==> config.mk <==
export PLATFORM = sky130hd
export DESIGN_NAME = multicycle_control
export DESIGN_NICKNAME = d
export VERILOG_FILES = /design/src/rtl/multicycle_control.sv
export SDC_FILE = /design/constraint.sdc
export NUM_CORES = 1
export LEC_CHECK = 0
export ABC_AREA = 1
export CORE_AREA = 2 2 61 49
export DETAILED_ROUTE_END_ITERATION = 16
export DIE_AREA = 0 0 63 51
export GPL_TIMING_DRIVEN = 0
export HOLD_SLACK_MARGIN = 0.06
export MAX_ROUTING_LAYER = met4
export PLACE_DENSITY = 0.69
export SLEW_MARGIN = 5
export SYNTH_ARGS = -nofsm -noshare
export SYNTH_HDL_FRONTEND = slang
export SYNTH_SLANG_ARGS = --single-unit
==> constraint.sdc <==
create_clock -name clk -period 2.75 [get_ports clk]
set_clock_uncertainty 0.2 [all_clocks]
set_input_delay 0.55 -clock clk [delete_from_list [all_inputs] [get_ports clk]]
set_output_delay 0.55 -clock clk [all_outputs]
set_load 0.02 [all_outputs]
==> src/rtl/multicycle_control.sv <==
// multicycle_control: multi-cycle control FSM for an RV32I subset
// (add, sub, and, or, lw, sw, beq). Sequences fetch, decode, execute,
// memory access and write-back, and drives every datapath enable/select.
// Outputs are Moore-decoded from the state and the registered instruction;
// the only exception is pc_write in EX_BEQ, which follows the ALU zero flag.
// Optional feature macro: RETIRE_COUNT_EN adds a saturating retired-instruction
// counter on output retired_count.
module multicycle_control #(
  parameter int DMEM_WAIT = 1,
  parameter int CNT_W     = 32
) (
  input  logic        clk,
  input  logic        reset,
  input  logic        start,
  input  logic [31:0] instr,
  input  logic        zero,
  output logic        imem_en,
  output logic        ir_write,
  output logic        pc_write,
  output logic        pc_src,
  output logic [1:0]  imm_sel,
  output logic        alu_src_b,
  output logic [3:0]  alu_ctrl,
  output logic        dmem_read,
  output logic        dmem_write,
  output logic        reg_write,
  output logic        mem_to_reg,
  output logic        busy,
  output logic        halted,
  output logic        error
`ifdef RETIRE_COUNT_EN
  ,
  output logic [CNT_W-1:0] retired_count
`endif
);

  typedef enum logic [3:0] {
    S_IDLE    = 4'd0,
    S_FETCH   = 4'd1,
    S_FWAIT   = 4'd2,
    S_DECODE  = 4'd3,
    S_EX_R    = 4'd4,
    S_WB_R    = 4'd5,
    S_EX_ADDR = 4'd6,
    S_MEM_RD  = 4'd7,
    S_WB_LD   = 4'd8,
    S_MEM_WR  = 4'd9,
    S_EX_BEQ  = 4'd10,
    S_HALT    = 4'd11,
    S_ERROR   = 4'd12
  } state_e;

  localparam logic [6:0] OP_R      = 7'b0110011;
  localparam logic [6:0] OP_LOAD   = 7'b0000011;
  localparam logic [6:0] OP_STORE  = 7'b0100011;
  localparam logic [6:0] OP_BRANCH = 7'b1100011;

  localparam logic [3:0] ALU_ADD = 4'b0010;
  localparam logic [3:0] ALU_SUB = 4'b0110;
  localparam logic [3:0] ALU_AND = 4'b0000;
  localparam logic [3:0] ALU_OR  = 4'b0001;

  localparam logic [1:0] IMM_I = 2'b00;
  localparam logic [1:0] IMM_S = 2'b01;
  localparam logic [1:0] IMM_B = 2'b10;

  // Last wait-counter value spent in MEM_RD; the counter never has to pass 3.
  localparam logic [1:0] WAIT_LAST = 2'(DMEM_WAIT);

  state_e     state_q, state_d;
  logic [1:0] wait_cnt_q, wait_cnt_d;

  logic [6:0] opcode_s;
  logic [2:0] funct3_s;
  logic [6:0] funct7_s;
  logic       r_ok_s;
  logic [3:0] r_alu_s;
  logic       is_r_s;
  logic       is_lw_s;
  logic       is_sw_s;
  logic       is_beq_s;
  logic       is_halt_s;

  // Register-number fields are datapath business; the controller ignores them.
  logic unused_fields_s;
  assign unused_fields_s = ^{instr[24:15], instr[11:7]};

  // Instruction classification from the registered instruction word.
  always_comb begin
    opcode_s = instr[6:0];
    funct3_s = instr[14:12];
    funct7_s = instr[31:25];
    r_ok_s   = 1'b0;
    r_alu_s  = ALU_ADD;
    case ({funct7_s, funct3_s})
      10'b0000000_000: begin r_ok_s = 1'b1; r_alu_s = ALU_ADD; end
      10'b0100000_000: begin r_ok_s = 1'b1; r_alu_s = ALU_SUB; end
      10'b0000000_111: begin r_ok_s = 1'b1; r_alu_s = ALU_AND; end
      10'b0000000_110: begin r_ok_s = 1'b1; r_alu_s = ALU_OR;  end
      default:         begin r_ok_s = 1'b0; r_alu_s = ALU_ADD; end
    endcase
    is_halt_s = (instr == 32'h0000_0000);
    is_r_s    = (opcode_s == OP_R) && r_ok_s;
    is_lw_s   = (opcode_s == OP_LOAD)   && (funct3_s == 3'b010);
    is_sw_s   = (opcode_s == OP_STORE)  && (funct3_s == 3'b010);
    is_beq_s  = (opcode_s == OP_BRANCH) && (funct3_s == 3'b000);
  end

  // Next-state logic and the MEM_RD wait counter (zero outside MEM_RD,
  // so it is already cleared on entry).
  always_comb begin
    state_d    = state_q;
    wait_cnt_d = 2'b00;
    case (state_q)
      S_IDLE: begin
        if (start) begin
          state_d = S_FETCH;
        end else begin
          state_d = S_IDLE;
        end
      end
      S_FETCH:  state_d = S_FWAIT;
      S_FWAIT:  state_d = S_DECODE;
      S_DECODE: begin
        if (is_halt_s) begin
          state_d = S_HALT;
        end else if (is_r_s) begin
          state_d = S_EX_R;
        end else if (is_lw_s || is_sw_s) begin
          state_d = S_EX_ADDR;
        end else if (is_beq_s) begin
          state_d = S_EX_BEQ;
        end else begin
          state_d = S_ERROR;
        end
      end
      S_EX_R:   state_d = S_WB_R;
      S_WB_R:   state_d = S_FETCH;
      S_EX_ADDR: begin
        if (is_lw_s) begin
          state_d = S_MEM_RD;
        end else if (is_sw_s) begin
          state_d = S_MEM_WR;
        end else begin
          state_d = S_ERROR;
        end
      end
      S_MEM_RD: begin
        if (wait_cnt_q == WAIT_LAST) begin
          state_d = S_WB_LD;
        end else begin
          state_d    = S_MEM_RD;
          wait_cnt_d = wait_cnt_q + 2'd1;
        end
      end
      S_WB_LD:  state_d = S_FETCH;
      S_MEM_WR: state_d = S_FETCH;
      S_EX_BEQ: state_d = S_FETCH;
      S_HALT:   state_d = S_HALT;
      S_ERROR:  state_d = S_ERROR;
      default:  state_d = S_ERROR;
    endcase
  end

  // Moore output decode; pc_write in EX_BEQ is the one combinational path from zero.
  always_comb begin
    imem_en    = 1'b0;
    ir_write   = 1'b0;
    pc_write   = 1'b0;
    pc_src     = 1'b0;
    imm_sel    = IMM_I;
    alu_src_b  = 1'b0;
    alu_ctrl   = ALU_ADD;
    dmem_read  = 1'b0;
    dmem_write = 1'b0;
    reg_write  = 1'b0;
    mem_to_reg = 1'b0;
    busy       = 1'b1;
    halted     = 1'b0;
    error      = 1'b0;
    case (state_q)
      S_IDLE:   busy = 1'b0;
      S_FETCH:  imem_en = 1'b1;
      S_FWAIT: begin
        ir_write = 1'b1;
        pc_write = 1'b1;
        pc_src   = 1'b0;
      end
      S_DECODE: imm_sel = IMM_B;
      S_EX_R: begin
        alu_src_b = 1'b0;
        alu_ctrl  = r_alu_s;
      end
      S_WB_R: begin
        reg_write  = 1'b1;
        mem_to_reg = 1'b0;
        alu_ctrl   = r_alu_s;
      end
      S_EX_ADDR: begin
        alu_src_b = 1'b1;
        alu_ctrl  = ALU_ADD;
        if (is_sw_s) begin
          imm_sel = IMM_S;
        end else begin
          imm_sel = IMM_I;
        end
      end
      S_MEM_RD: dmem_read = 1'b1;
      S_WB_LD: begin
        reg_write  = 1'b1;
        mem_to_reg = 1'b1;
      end
      S_MEM_WR: begin
        dmem_write = 1'b1;
        imm_sel    = IMM_S;
        alu_src_b  = 1'b1;
      end
      S_EX_BEQ: begin
        alu_src_b = 1'b0;
        alu_ctrl  = ALU_SUB;
        imm_sel   = IMM_B;
        pc_write  = zero;
        pc_src    = 1'b1;
      end
      S_HALT: begin
        busy   = 1'b0;
        halted = 1'b1;
      end
      S_ERROR: begin
        busy  = 1'b0;
        error = 1'b1;
      end
      default: busy = 1'b0;
    endcase
  end

  // State and wait-counter registers with synchronous reset.
  always_ff @(posedge clk) begin
    if (reset) begin
      state_q    <= S_IDLE;
      wait_cnt_q <= 2'b00;
    end else begin
      state_q    <= state_d;
      wait_cnt_q <= wait_cnt_d;
    end
  end

`ifdef RETIRE_COUNT_EN
  logic [CNT_W-1:0] retired_q, retired_d;
  logic             retire_s;

  // An instruction retires when a completing state hands back to FETCH.
  always_comb begin
    retire_s  = 1'b0;
    retired_d = retired_q;
    if ((state_d == S_FETCH) &&
        ((state_q == S_WB_R) || (state_q == S_WB_LD) ||
         (state_q == S_MEM_WR) || (state_q == S_EX_BEQ))) begin
      retire_s = 1'b1;
    end else begin
      retire_s = 1'b0;
    end
    if (retire_s && (retired_q != {CNT_W{1'b1}})) begin
      retired_d = retired_q + CNT_W'(1);
    end else begin
      retired_d = retired_q;
    end
  end

  // Saturating retired-instruction counter.
  always_ff @(posedge clk) begin
    if (reset) begin
      retired_q <= {CNT_W{1'b0}};
    end else begin
      retired_q <= retired_d;
    end
  end

  assign retired_count = retired_q;
`else
  // Without the retire counter CNT_W sizes nothing; keep it referenced.
  if (CNT_W < 1) begin : g_cnt_w_unused
  end
`endif

endmodule

==> results of run 1 <==
==> logic make-up after synthesis <==
| logic type | Yosys count | synth area share, % |
|---|---|---|
| other | 1 | 0.497 |
| adder cells (fa/ha/maj) | 1 | 1.66 |
| buffers and inverters | 25 | 12.9 |
| AND/OR/NAND/NOR | 109 | 61.9 |
| AO/OA/AOI/OAI | 10 | 7.13 |
| flip-flops | 6 | 15.9 |
==> worst min-delay path by stage <==
stage / startpoint / end / cells after the start / slack, ns
floorplan: wait_cnt_q[0] / wait_cnt_q[0] / 1 / 0.20
global placement: wait_cnt_q[0] / wait_cnt_q[0] / 1 / 0.23
detailed placement: wait_cnt_q[0] / wait_cnt_q[0] / 1 / 0.23
CTS: wait_cnt_q[0] / wait_cnt_q[0] / 1 / 0.23
global route: wait_cnt_q[0] / wait_cnt_q[0] / 1 / 0.26
finish: wait_cnt_q[0] / wait_cnt_q[0] / 1 / 0.23
==> registers in the layout (all words and copies together), names as in the netlist <==
signal      count
state_q         4
wait_cnt_q      2
==> cells in the final DEF, fill, tap and decap left out, drive strengths merged, types with 2 or more instances in the layout <==
master / instances
clkbuf: 5
nor3: 6
nor2: 46
nand4: 3
and2: 2
a21oi: 4
dfxtp: 6
dlygate4sd2: 2
clkdlybuf4s50: 47
nand2: 44
o21ai: 4
inv: 24
nand3: 7
==> cell usage after synthesis <==
| master | instances | share of area [%] |
|---|---|---|
| sky130_fd_sc_hd__nand2_1 | 41 | 20 |
| sky130_fd_sc_hd__nor2_1 | 41 | 20 |
| sky130_fd_sc_hd__inv_1 | 24 | 12 |
| sky130_fd_sc_hd__nand3_1 | 7 | 4.6 |
| sky130_fd_sc_hd__dfxtp_1 | 6 | 16 |
| sky130_fd_sc_hd__nor3_1 | 6 | 4.0 |
| sky130_fd_sc_hd__a21oi_1 | 4 | 2.7 |
| sky130_fd_sc_hd__nor2_2 | 4 | 3.3 |
| sky130_fd_sc_hd__o21ai_0 | 4 | 2.7 |
| sky130_fd_sc_hd__nand2_2 | 3 | 2.5 |
| sky130_fd_sc_hd__nand4_1 | 3 | 2.5 |
| sky130_fd_sc_hd__and2_1 | 2 | 1.7 |
| sky130_fd_sc_hd__buf_4 | 1 | 1.0 |
| sky130_fd_sc_hd__conb_1 | 1 | 0.50 |
| sky130_fd_sc_hd__ha_1 | 1 | 1.7 |
| sky130_fd_sc_hd__nand3b_1 | 1 | 1.0 |
| sky130_fd_sc_hd__nor2_4 | 1 | 1.5 |
| sky130_fd_sc_hd__o211ai_1 | 1 | 1.0 |
| sky130_fd_sc_hd__o22ai_1 | 1 | 0.83 |
==> critical path: stages <==
cell,delay [ns]
sky130_fd_sc_hd__clkdlybuf4s50_1,0.57
sky130_fd_sc_hd__nand3b_1,0.10
sky130_fd_sc_hd__nor2_1,0.13
sky130_fd_sc_hd__nand4_1,0.13
sky130_fd_sc_hd__nor2_1,0.10
sky130_fd_sc_hd__dlygate4sd2_1,0.34
==> timing repair <==
action,4_1_cts,5_1_grt
gates resized for setup,5,8
hold buffers,0,0
setup endpoints to repair,4,4
==> stage by stage <==
stage	area, µm²	hold slack [ns]	power, µW	instances
2_1_floorplan	754	0.205	226	152
3_3_place_gp	1320	0.226	339	242
3_5_place_dp	1320	0.226	342	242
4_1_cts	1350	0.232	423	245
5_1_grt	1350	0.262	454	245
6_report	1350	0.230	419	245
==> power groups by stage <==
stage               sequential (µW)  clock, µW  combinational, µW
finish                          104       77.0                238
global route                    106       85.7                263
CTS                             104       80.9                238
detailed placement              105          0                237
global placement                105          0                234
floorplan                       103          0                123
==> layout make-up <==
type | instances | area [µm²] | share of cell area (%)
Inverter | 24 | 90.1 | 6.69
Sequential cell | 6 | 120 | 8.92
Buffer | 1 | 7.51 | 0.558
Timing Repair Buffer | 52 | 510 | 37.9
Multi-Input combinational cell | 121 | 548 | 40.7
Clock buffer | 3 | 22.5 | 1.67
Tap cell | 38 | 47.5 | 3.53
==> layer usage <==
metal | vias to the layer above | wire length [µm] | GRT usage, % | part of all wire [%]
li1 | 580 | - | - | -
met1 | 427 | 1140 | 19.0 | 50
met2 | 24 | 1010 | 26.4 | 44
met3 | 0 | 124 | 4.19 | 5.4
met4 | 0 | 0 | 3.33 | 0
met5 | - | 0 | - | 0
==> run summary, run 1 <==
Counting along the longest clock path gives a buffer depth of 2. After clock tree synthesis, the clock-pin slew on the worst setup and hold paths is 0.04 ns. Counting every net in the synthesized netlist gives 189. Ratio of routed vias to standard cells: 4.21. The tools report the critical path endpoint category as a primary output.

The floorplan step defined a die boundary enclosing 3210 µm². The hold violation total from the final report came out at 0. The highest attainable clock frequency is 372 MHz, and the remaining antenna violation count is 0. The initial utilization of the core area, before any placement, comes to 27.9%. Once routing completed, OpenROAD measured the worst setup slack at 0.0645 ns. The tools report the combined global-route utilization of all metal layers as 15.7%. STA classifies the critical path startpoint as an input port. The synthesized netlist contains 19 unique library cells. Dividing total power by cell area gives a power density of 311 nW/µm². In this run the power spent charging and discharging nets is 158 µW.

The area of the core is 2700 µm². The path class of the tightest hold or removal check is reg2reg. After clock tree synthesis, the setup repair step added 0 buffers. The die is 51 µm tall.

Final period demand of the worst path: 2.69 ns. The source-to-sink clock delay at the later pin of the worst-skew pair was 0.24 ns; the placement row count was 17. The logs give 7 for the maximum number of pins on one net before global-route repair and 0 for the sum of overflow across all layers after global routing.

The largest vdd supply drop is 0.000130 V, and the count of buffers from port buffering is 52. After synthesis the netlist holds a flip-flop and latch count of 6. The fraction of layout cells with a size suffix above 1 was 7.25%; the number of levels in the clock H-tree was 1. The tools report the estimated wirelength of the detail-placed design as 2.02 mm. The final max-slew violation count was 0.

Cell-internal power: 261 µW. Clock tree synthesis inserted a total of 3 buffers. The placement-stage worst setup slack was -0.330 ns; the share of the yosys chip area belonging to registers was 15.9%. The origin of the worst setup path was instr[14]. The power share of the clock group is 18.4%, and the share of total power consumed by net switching is 37.8%. The tools report the capture point of the worst reg-to-reg path as state_q[0]. The layout overhead on the synthesized area is 78.4%. Routability-driven placement finished with a final weighted congestion of 0.816. The cell sitting at the root of the clock tree is a sky130_fd_sc_hd__clkbuf_4. The share of total power dissipated in combinational logic is 56.8%. The die is 63 µm wide. The end point of the critical path was alu_ctrl[0]. The maximum net fanout on the critical path was 4; the share of the core filled with cells in the final layout was 49.8%. The setup check on the worst reg-to-reg path leaves a slack of 1.28 ns. The first global-routing pass estimated 4.00 mm of wire. The net count of the finished layout is 246. In this run the critical register-to-register path is launched from state_q[3].

Sequential cells burn 24.9% of the power. Each instance of the synthesized netlist takes up on average 4.96 µm². The logs give 0 for the count of yosys warnings during synthesis and 6 for the CTS sink count. The count of TritonRoute iterations in the first routing pass came out at 4.

For the final count of negative-setup-slack endpoints, the log shows 0. The run gives 983 as the via count of the first global-routing pass. TritonCTS built the clock tree. Data arrival time of the critical path: 1.94 ns. The number of antenna diodes in the final layout is 0.

The tools report the number of antenna violations at the first check in global routing as 0. For the I/O pin count, the log shows 54. After detailed routing, the average wire length per cell comes to 9.29 µm. Across the run, the number of max-cap violations was 0. For the count of fill cells added during filler insertion, the log shows 300. Setup repair after global routing left no endpoint under its margin. The required arrival time at the worst endpoint is 2.00 ns. The tools report the leakage power summed over all cells as 0.000613 µW.

For the worst flop-to-flop path, the logic depth is 9. The critical path is of the in2out type. The run gives 42 as the DRC violation total after the first TritonRoute iteration.

The final layout contains routed wiring with a total length of 2.28 mm. The run gives 0 as the remaining routing DRC violations. For this block, the via count after detailed routing is 1031. For the final routed database, the setup TNS stands at 0 ns.

The tools report the synthesized instance count as 152. The final period utilization was 97.7%. The flow ran to the end, and the final reports show no timing, DRC or antenna violations.

The post-synthesis instance area came out at 754 µm².
(Power assumes the default switching activity.)
==> run 2, diff against run 1 <==
--- a/config.mk
+++ b/config.mk
@@ -7,11 +7,11 @@
 export LEC_CHECK = 0
 export ABC_AREA = 1
-export CORE_AREA = 2 2 61 49
+export CORE_AREA = 2 2 56 45
 export DETAILED_ROUTE_END_ITERATION = 16
-export DIE_AREA = 0 0 63 51
+export DIE_AREA = 0 0 58 47
 export GPL_TIMING_DRIVEN = 0
 export HOLD_SLACK_MARGIN = 0.06
 export MAX_ROUTING_LAYER = met4
-export PLACE_DENSITY = 0.69
+export PLACE_DENSITY = 0.81
 export SLEW_MARGIN = 5
 export SYNTH_ARGS = -nofsm -noshare
--- a/constraint.sdc
+++ b/constraint.sdc
@@ -3,3 +3,3 @@
 set_input_delay 0.55 -clock clk [delete_from_list [all_inputs] [get_ports clk]]
 set_output_delay 0.55 -clock clk [all_outputs]
-set_load 0.02 [all_outputs]
+set_load 0.005 [all_outputs]
==> run summary, run 2 (synthesized netlist as in run 1, its figures left out) <==
The vias after detailed routing is 1073 (+4.1%), and the hold violation total from the final report is 0 (unchanged). The count of TritonRoute iterations in the first routing pass is 4 (unchanged). The sum of overflow across all layers after global routing was 0 (unchanged); the placement row count was 15 (-2). The tools report the number of antenna violations at the first check in global routing as 0 (unchanged). The library cell used most frequently in the layout, excluding fill and tap cells, is sky130_fd_sc_hd__clkdlybuf4s50_1. The placer's final routability congestion estimate is 0.836 (+2.4%). The type of the worst min-delay path is reg2reg.

The total inserted antenna cells came out at 0 (unchanged). The critical path's largest stage delay is 0.46 ns (-0.11 ns). The tools report the capture point of the worst reg-to-reg path as state_q[3]. The met1 track demand over resource is 22.5% (+3.5 points). The logs give 33.0% (+6.5 points) for the met2 routing resource usage after global routing and 229 (-5.4%) for the number of instances in the placed design. The run gives 2730 µm² (-15%) as the total die area. The filler-free cell count of the finished design was 233 (-4.9%). The ratio of routed vias to standard cells is 4.61 (+9.4%).

The cell area power density works out to 295 nW/µm² (-5.3%). The tools report the critical path endpoint category as a primary output. The maximum clock insertion buffer count is 2 (unchanged). STA classifies the critical path startpoint as an input port. Largest register by flop count: state_q. The remaining antenna violation count is 0 (unchanged), and the starting density of the core is 34.7% (+6.7 points).

The combined global-route utilization of all metal layers came out at 19.3% (+3.6 points). Count of buffers from port buffering: 52 (unchanged). Leaving out fill and tap cells, the most frequent cells in the layout are sky130_fd_sc_hd__clkdlybuf4s50_1, sky130_fd_sc_hd__nand2_1, sky130_fd_sc_hd__nor2_1.

Final max-slew violation count: 0 (unchanged). The library cell appearing most often on the critical path is sky130_fd_sc_hd__clkdlybuf4s50_1. The maximum number of pins on one net before global-route repair is 7 (unchanged). The largest vdd supply drop is 0.000220 V (+69%).

The number of flip-flops under the largest register name works out to 4 (unchanged). The cell family contributing the most delay on the critical path is buffers and inverters. The count of fill cells added during filler insertion is 205 (-32%), and the die outline height is 47 µm (-7.8%). The CTS sink count came out at 6 (unchanged). The estimated wirelength of the detail-placed design came out at 2.00 mm (-0.67%). The number of cells traversed by the worst hold path was 1 (unchanged); the placement-stage worst setup slack was -0.253 ns (+0.0768 ns). The maximum net fanout on the critical path is 3 (-1), and the average routed wire per standard cell is 10.4 µm (+12%). The clock transition at the register clock pins on the worst setup and hold paths after CTS works out to 0.04 ns (about the same).

I/O pin count: 54 (unchanged). The worst reg2reg path depth is 8 (-1). The tools report the number of levels in the clock H-tree as 1 (unchanged). The fraction of layout cells with a size suffix above 1 works out to 9.13% (+1.9 points). The run gives 3.58% (-0.60 points) as the met3 track utilization from global routing.

The clock root buffer master is sky130_fd_sc_hd__clkbuf_4. The worst hold path terminates at wait_cnt_q[0]. Launching point of the worst reg2reg path: state_q[1]. The data arrival time of the critical path came out at 1.88 ns (-0.06 ns).

The number of nets in the finished design is 247 (+0.41%). The final setup slack of the worst path is 0.117 ns (+0.0525 ns), and the worst path buffer plus inverter count is 2 (unchanged). The floorplan die width was 58 µm (-7.9%). The most used routing layer was met2. The flow ran to the end, and the final reports show no timing, DRC or antenna violations. The remaining routing DRC violations is 0 (unchanged).

Tracing the worst setup path back leads to its startpoint at instr[25]. The critical path goes through clkdlybuf4s50_1 > nand3b_1 > nor2_1 > nand4_1 > clkdlybuf4s50_1. The leakage power summed over all cells came out at 0.000628 µW (+2.4%).

Source-to-sink clock delay at the later pin of the worst-skew pair: 0.24 ns (about the same). The critical path is of the in2out type. The tools report the total length of routed wires as 2.42 mm (+6.5%).

The critical path's slowest cell is sky130_fd_sc_hd__clkdlybuf4s50_1. The tools report the via count of the first global-routing pass as 940 (-4.4%). Compared with the post-synthesis result, the final layout area differs by 79.3%. The final period utilization is 95.7% (-1.9 points), and the final period demand of the worst path is 2.63 ns (-0.0525 ns).

The run gives 0 (unchanged) as the number of maximum-capacitance violations. The highest attainable clock frequency was 380 MHz (+2.0%); the hold buffer count at CTS was 0 (unchanged). The wire length of the first global-routing pass was 3.90 mm (-2.6%); the area of the core was 2180 µm² (-19%).

Setup repair after global routing left no endpoint under its margin. The largest registers in the layout are state_q (4), wait_cnt_q (2). TritonCTS built the clock tree.

The run gives 3 (unchanged) as the CTS buffer count. The DRC violation total after the first TritonRoute iteration was 44 (+4.8%). The hold path startpoint is wait_cnt_q[0]. The required arrival time at the worst endpoint is 2.00 ns (about the same).

For the reg2reg setup slack, the log shows 1.22 ns (-0.06 ns). Final count of negative-setup-slack endpoints: 0 (unchanged). The overall power after layout came out at 398 µW (-4.9%).
==> run 2: cell count changes in the layout (fill, tap and decap cells not counted), moves of 2 or more <==
cell,delta
sky130_fd_sc_hd__nor2_2,+2
sky130_fd_sc_hd__dlygate4sd2_1,+3
sky130_fd_sc_hd__clkbuf_2,-2
sky130_fd_sc_hd__nor2_1,-2
sky130_fd_sc_hd__and2_4,+2
sky130_fd_sc_hd__nor3_2,+2
sky130_fd_sc_hd__and2_1,-2
==> run 2: stage by stage <==
step	hold slack, ns	area [µm²]	TNS [ns]	utilization (%)
after floorplan	0.205	754	0	-
after global placement	0.218	1310	-0.382	60.0
after detailed placement	0.226	1310	-0.396	60.0
after CTS	0.231	1350	-0.00909	61.9
after global routing	0.242	1350	0	62.1
final	0.227	1350	0	62.1
==> run 2: repair_timing <==
item,CTS,global route
pin swaps,3,0
setup buffers,1,0
endpoints found under the setup margin,3,1
gates resized for setup,11,2
==> run 2: cell type report <==
| type | instances | area, µm² | area share (%) |
|---|---|---|---|
| timing repair buffer | 53 | 524 | 38.8 |
| tap | 25 | 31.3 | 2.31 |
| inverter | 24 | 90.1 | 6.66 |
| sequential | 6 | 120 | 8.88 |
| multi-input combinational | 121 | 557 | 41.2 |
| buffer | 1 | 7.51 | 0.555 |
| clock buffer | 3 | 22.5 | 1.67 |
==> run 2: worst max path at each step <==
stage          cells past startpoint     endpoint  slack [ns]
3_3_place_gp                       5  alu_ctrl[2]       -0.23
4_1_cts                            6  alu_ctrl[2]      -0.009
2_1_floorplan                      3  alu_ctrl[2]        0.89
5_1_grt                            9   imm_sel[0]        0.04
3_5_place_dp                       5  alu_ctrl[2]       -0.25
6_report                           5  alu_ctrl[1]        0.12
==> run 2: power breakdown <==
group | leakage, µW | internal, µW | switching (µW)
Sequential | 0.0000488 | 96.4 | 7.23
Combinational | 0.000565 | 115 | 101
Clock | 0.0000138 | 49.3 | 30.0
==> run 2: metal layers <==
metal  share of wire, %  wire length [µm]
met4                1.4                34
met1                 45              1090
met5                  0                 0
met2                 48              1160
met3                6.1               147
==> run 2: worst register-to-register path: cells and delay by family, from the launching register on <==
| family | cells | cell delay (ns) |
|---|---|---|
| compound gates | 3 | 0.43 |
| buf+inv | 2 | 0.15 |
| flops | 1 | 0.32 |
| simple gates | 3 | 0.32 |
==> run 3, diff against run 2 <==
- PLACE_DENSITY: 0.81 -> 0.86
- SETUP_SLACK_MARGIN: not set -> 0.15
==> run summary, run 3 (synthesized netlist as in run 1, its figures left out) <==
The area of the core is 2180 µm² (unchanged), and the number of levels in the clock H-tree is 1 (unchanged). The run gives 2730 µm² (unchanged) as the total die area. The kind of cell with the highest combined delay along the critical path is buffers and inverters. The cell area power density was 284 nW/µm² (-3.7%); the maximum number of pins on one net before global-route repair was 7 (unchanged). The tools report the count of TritonRoute iterations in the first routing pass as 4 (unchanged). Most common cell after layout, fill and taps aside: sky130_fd_sc_hd__clkdlybuf4s50_1. TritonCTS built the clock tree. Relative to the synthesized area, the layout overhead comes to 93.0%. The I/O pin count was 54 (unchanged). Walking the worst path, the cells encountered are clkdlybuf4s50_1 > nor2_2 > and2_4 > nand4_1 > o21ai_1 > dlygate4sd2_1. The flip-flop and latch area was 120 µm² (unchanged); the clock transition at the register clock pins on the worst setup and hold paths after CTS was 0.04 ns (about the same).

The number of cells on the critical path works out to 6 (+1). For the minimum hold slack, the log shows 0.250 ns (+0.0229 ns). Final count of negative-setup-slack endpoints: 0 (unchanged). The CTS sink count was 6 (unchanged). Setup repair after global routing could not meet its margin everywhere.

The number of flip-flops under the largest register name was 4 (unchanged); the combined global-route utilization of all metal layers was 20.9% (+1.6 points). Fraction of layout cells with a size suffix above 1: 17.3% (+8.1 points). The placement-stage worst setup slack is -0.253 ns (-0.000100 ns), and the reg2reg setup slack is 1.25 ns (+0.03 ns).

The final design instance area without fill came out at 1460 µm² (+7.7%). The multi-input gate area in the final layout is 572 µm² (+2.7%), and the worst reg2reg path depth is 8 (unchanged). The critical path ends at alu_ctrl[2]. The worst path buffer plus inverter count is 2 (unchanged), and the DRC violation total after the first TritonRoute iteration is 62 (+41%). The floorplan die width came out at 58 µm (unchanged). The run gives 15 (unchanged) as the placement row count. Tracing the worst setup path back leads to its startpoint at instr[27]. Hold violation total from the final report: 0 (unchanged). Maximum net fanout on the critical path: 4 (+1). The final period utilization was 92.0% (-3.7 points). For the starting density of the core, the log shows 34.7% (unchanged). The final setup slack of the worst path was 0.220 ns (+0.103 ns); the die outline height was 47 µm (unchanged).

The data arrival time of the critical path came out at 1.78 ns (-0.10 ns). The worst setup path is launched from an input port. Number of maximum-capacitance violations: 0 (unchanged). For the sum of overflow across all layers after global routing, the log shows 0 (unchanged). The ratio of routed vias to standard cells came out at 4.57 (-0.73%). More flip-flops sit in one register than any other, and that register is state_q. STA classifies the critical path endpoint as a primary output. The tools report the maximum clock insertion buffer count as 2 (unchanged). The final period demand of the worst path works out to 2.53 ns (-0.103 ns). The required arrival time at the worst endpoint came out at 2.00 ns (about the same). The final max-slew violation count was 0 (unchanged). The largest registers in the layout are state_q (4), wait_cnt_q (2).

The remaining antenna violation count is 0 (unchanged). The number of nets in the finished design is 259 (+4.9%). The worst hold path belongs to the class reg2reg.

By startpoint and endpoint, the worst setup path is classified as in2out. The largest vdd supply drop is 0.000189 V (-14%), and the count of fill cells added during filler insertion is 198 (-3.4%). The via count of the first global-routing pass came out at 989 (+5.2%). The critical path's largest stage delay was 0.41 ns (-0.05 ns). The source-to-sink clock delay at the later pin of the worst-skew pair is 0.25 ns (about the same). In the layout the commonest cells are sky130_fd_sc_hd__clkdlybuf4s50_1, sky130_fd_sc_hd__nand2_1, sky130_fd_sc_hd__nor2_1. The logs give 0.812 (-2.9%) for the placer's final routability congestion estimate and 2.54 mm (+4.7%) for the total length of routed wires. The run gives 395 MHz (+4.1%) as the highest attainable clock frequency. Number of antenna violations at the first check in global routing: 0 (unchanged).

The estimated wirelength of the detail-placed design is 1.95 mm (-2.5%), and the wire length of the first global-routing pass is 4.30 mm (+10%). CTS buffer count: 3 (unchanged). The remaining routing DRC violations was 0 (unchanged); the count of buffers from port buffering was 52 (unchanged).

The average routed wire per standard cell works out to 10.4 µm (-0.42%). The slowest stage of the critical path belongs to the cell sky130_fd_sc_hd__clkdlybuf4s50_1. The aggregate negative setup slack is 0 ns (unchanged).

The startpoint identified for the worst register-to-register timing path is state_q[0]. The leakage power summed over all cells came out at 0.000689 µW (+9.8%). The worst register-to-register path ends at state_q[3]. Vias after detailed routing: 1120 (+4.4%). The total inserted antenna cells is 0 (unchanged).

The run gives 66.9% (+4.8 points) as the share of the core filled with cells in the final layout. The clock root buffer master is sky130_fd_sc_hd__clkbuf_4. Number of cells traversed by the worst hold path: 1 (unchanged).

The placement-stage cell area is 1310 µm² (unchanged). The run finished with clean final reports.
run 3: cell types whose count changed in the layout (fill, tap and decap cells not counted), sizes merged:
cell           previous run  this run
dlymetal6s2s              1         2
buf                       2        14
clkdlybuf4s15             0         1
clkdlybuf4s50            46        41
dlygate4sd2               5         8
run 3: worst register-to-register path: cells and delay by family, from the launching register on:
family                 cells  cell delay (ns)
buffers and inverters      2             0.13
AO/OA/AOI/OAI              3             0.41
AND/OR/NAND/NOR            3             0.30
flip-flops                 1             0.31
run 3: metrics by stage:
step	total power, µW	instances
global placement	312	229
global route	447	245
CTS	404	244
finish	413	245
detailed placement	314	229
floorplan	201	152
run 3: per-layer routing:
metal / vias up / wire (µm) / GRT usage (%)
met5: - / 0 / -
li1: 604 / - / -
met1: 479 / 1250 / 29.0
met3: 2 / 134 / 1.65
met4: 0 / 27 / 3.26
met2: 35 / 1130 / 34.1
run 3: power breakdown:
part           leakage [µW]  total, µW  switching (µW)  internal [µW]
combinational      0.000627        227             104            123
sequential        0.0000488        104            7.18           96.4
clock             0.0000138       82.9            33.4           49.5
run 3: repair_timing:
action                     CTS  global route
hold buffers                 0             0
resized for setup           17             9
pin swaps                    6             2
setup endpoints to repair    4             6
buffers inserted            12             1
run 3: worst min path at each step:
stage                  startpoint       endpoint  slack, ns
global placement    wait_cnt_q[0]  wait_cnt_q[0]       0.22
detailed placement  wait_cnt_q[0]  wait_cnt_q[0]       0.24
floorplan           wait_cnt_q[0]  wait_cnt_q[0]       0.20
finish              wait_cnt_q[0]  wait_cnt_q[0]       0.25
CTS                 wait_cnt_q[0]  wait_cnt_q[0]       0.24
global route        wait_cnt_q[0]  wait_cnt_q[0]       0.27
run 3: layout make-up:
cell class	instances	share of cell area (%)
plain buffers	1	0.515
clock buffers	3	1.55
inverters	24	6.19
multi-input cells	121	39.3
flip-flops and latches	6	8.25
well taps	25	2.15
repair buffers	65	42.1
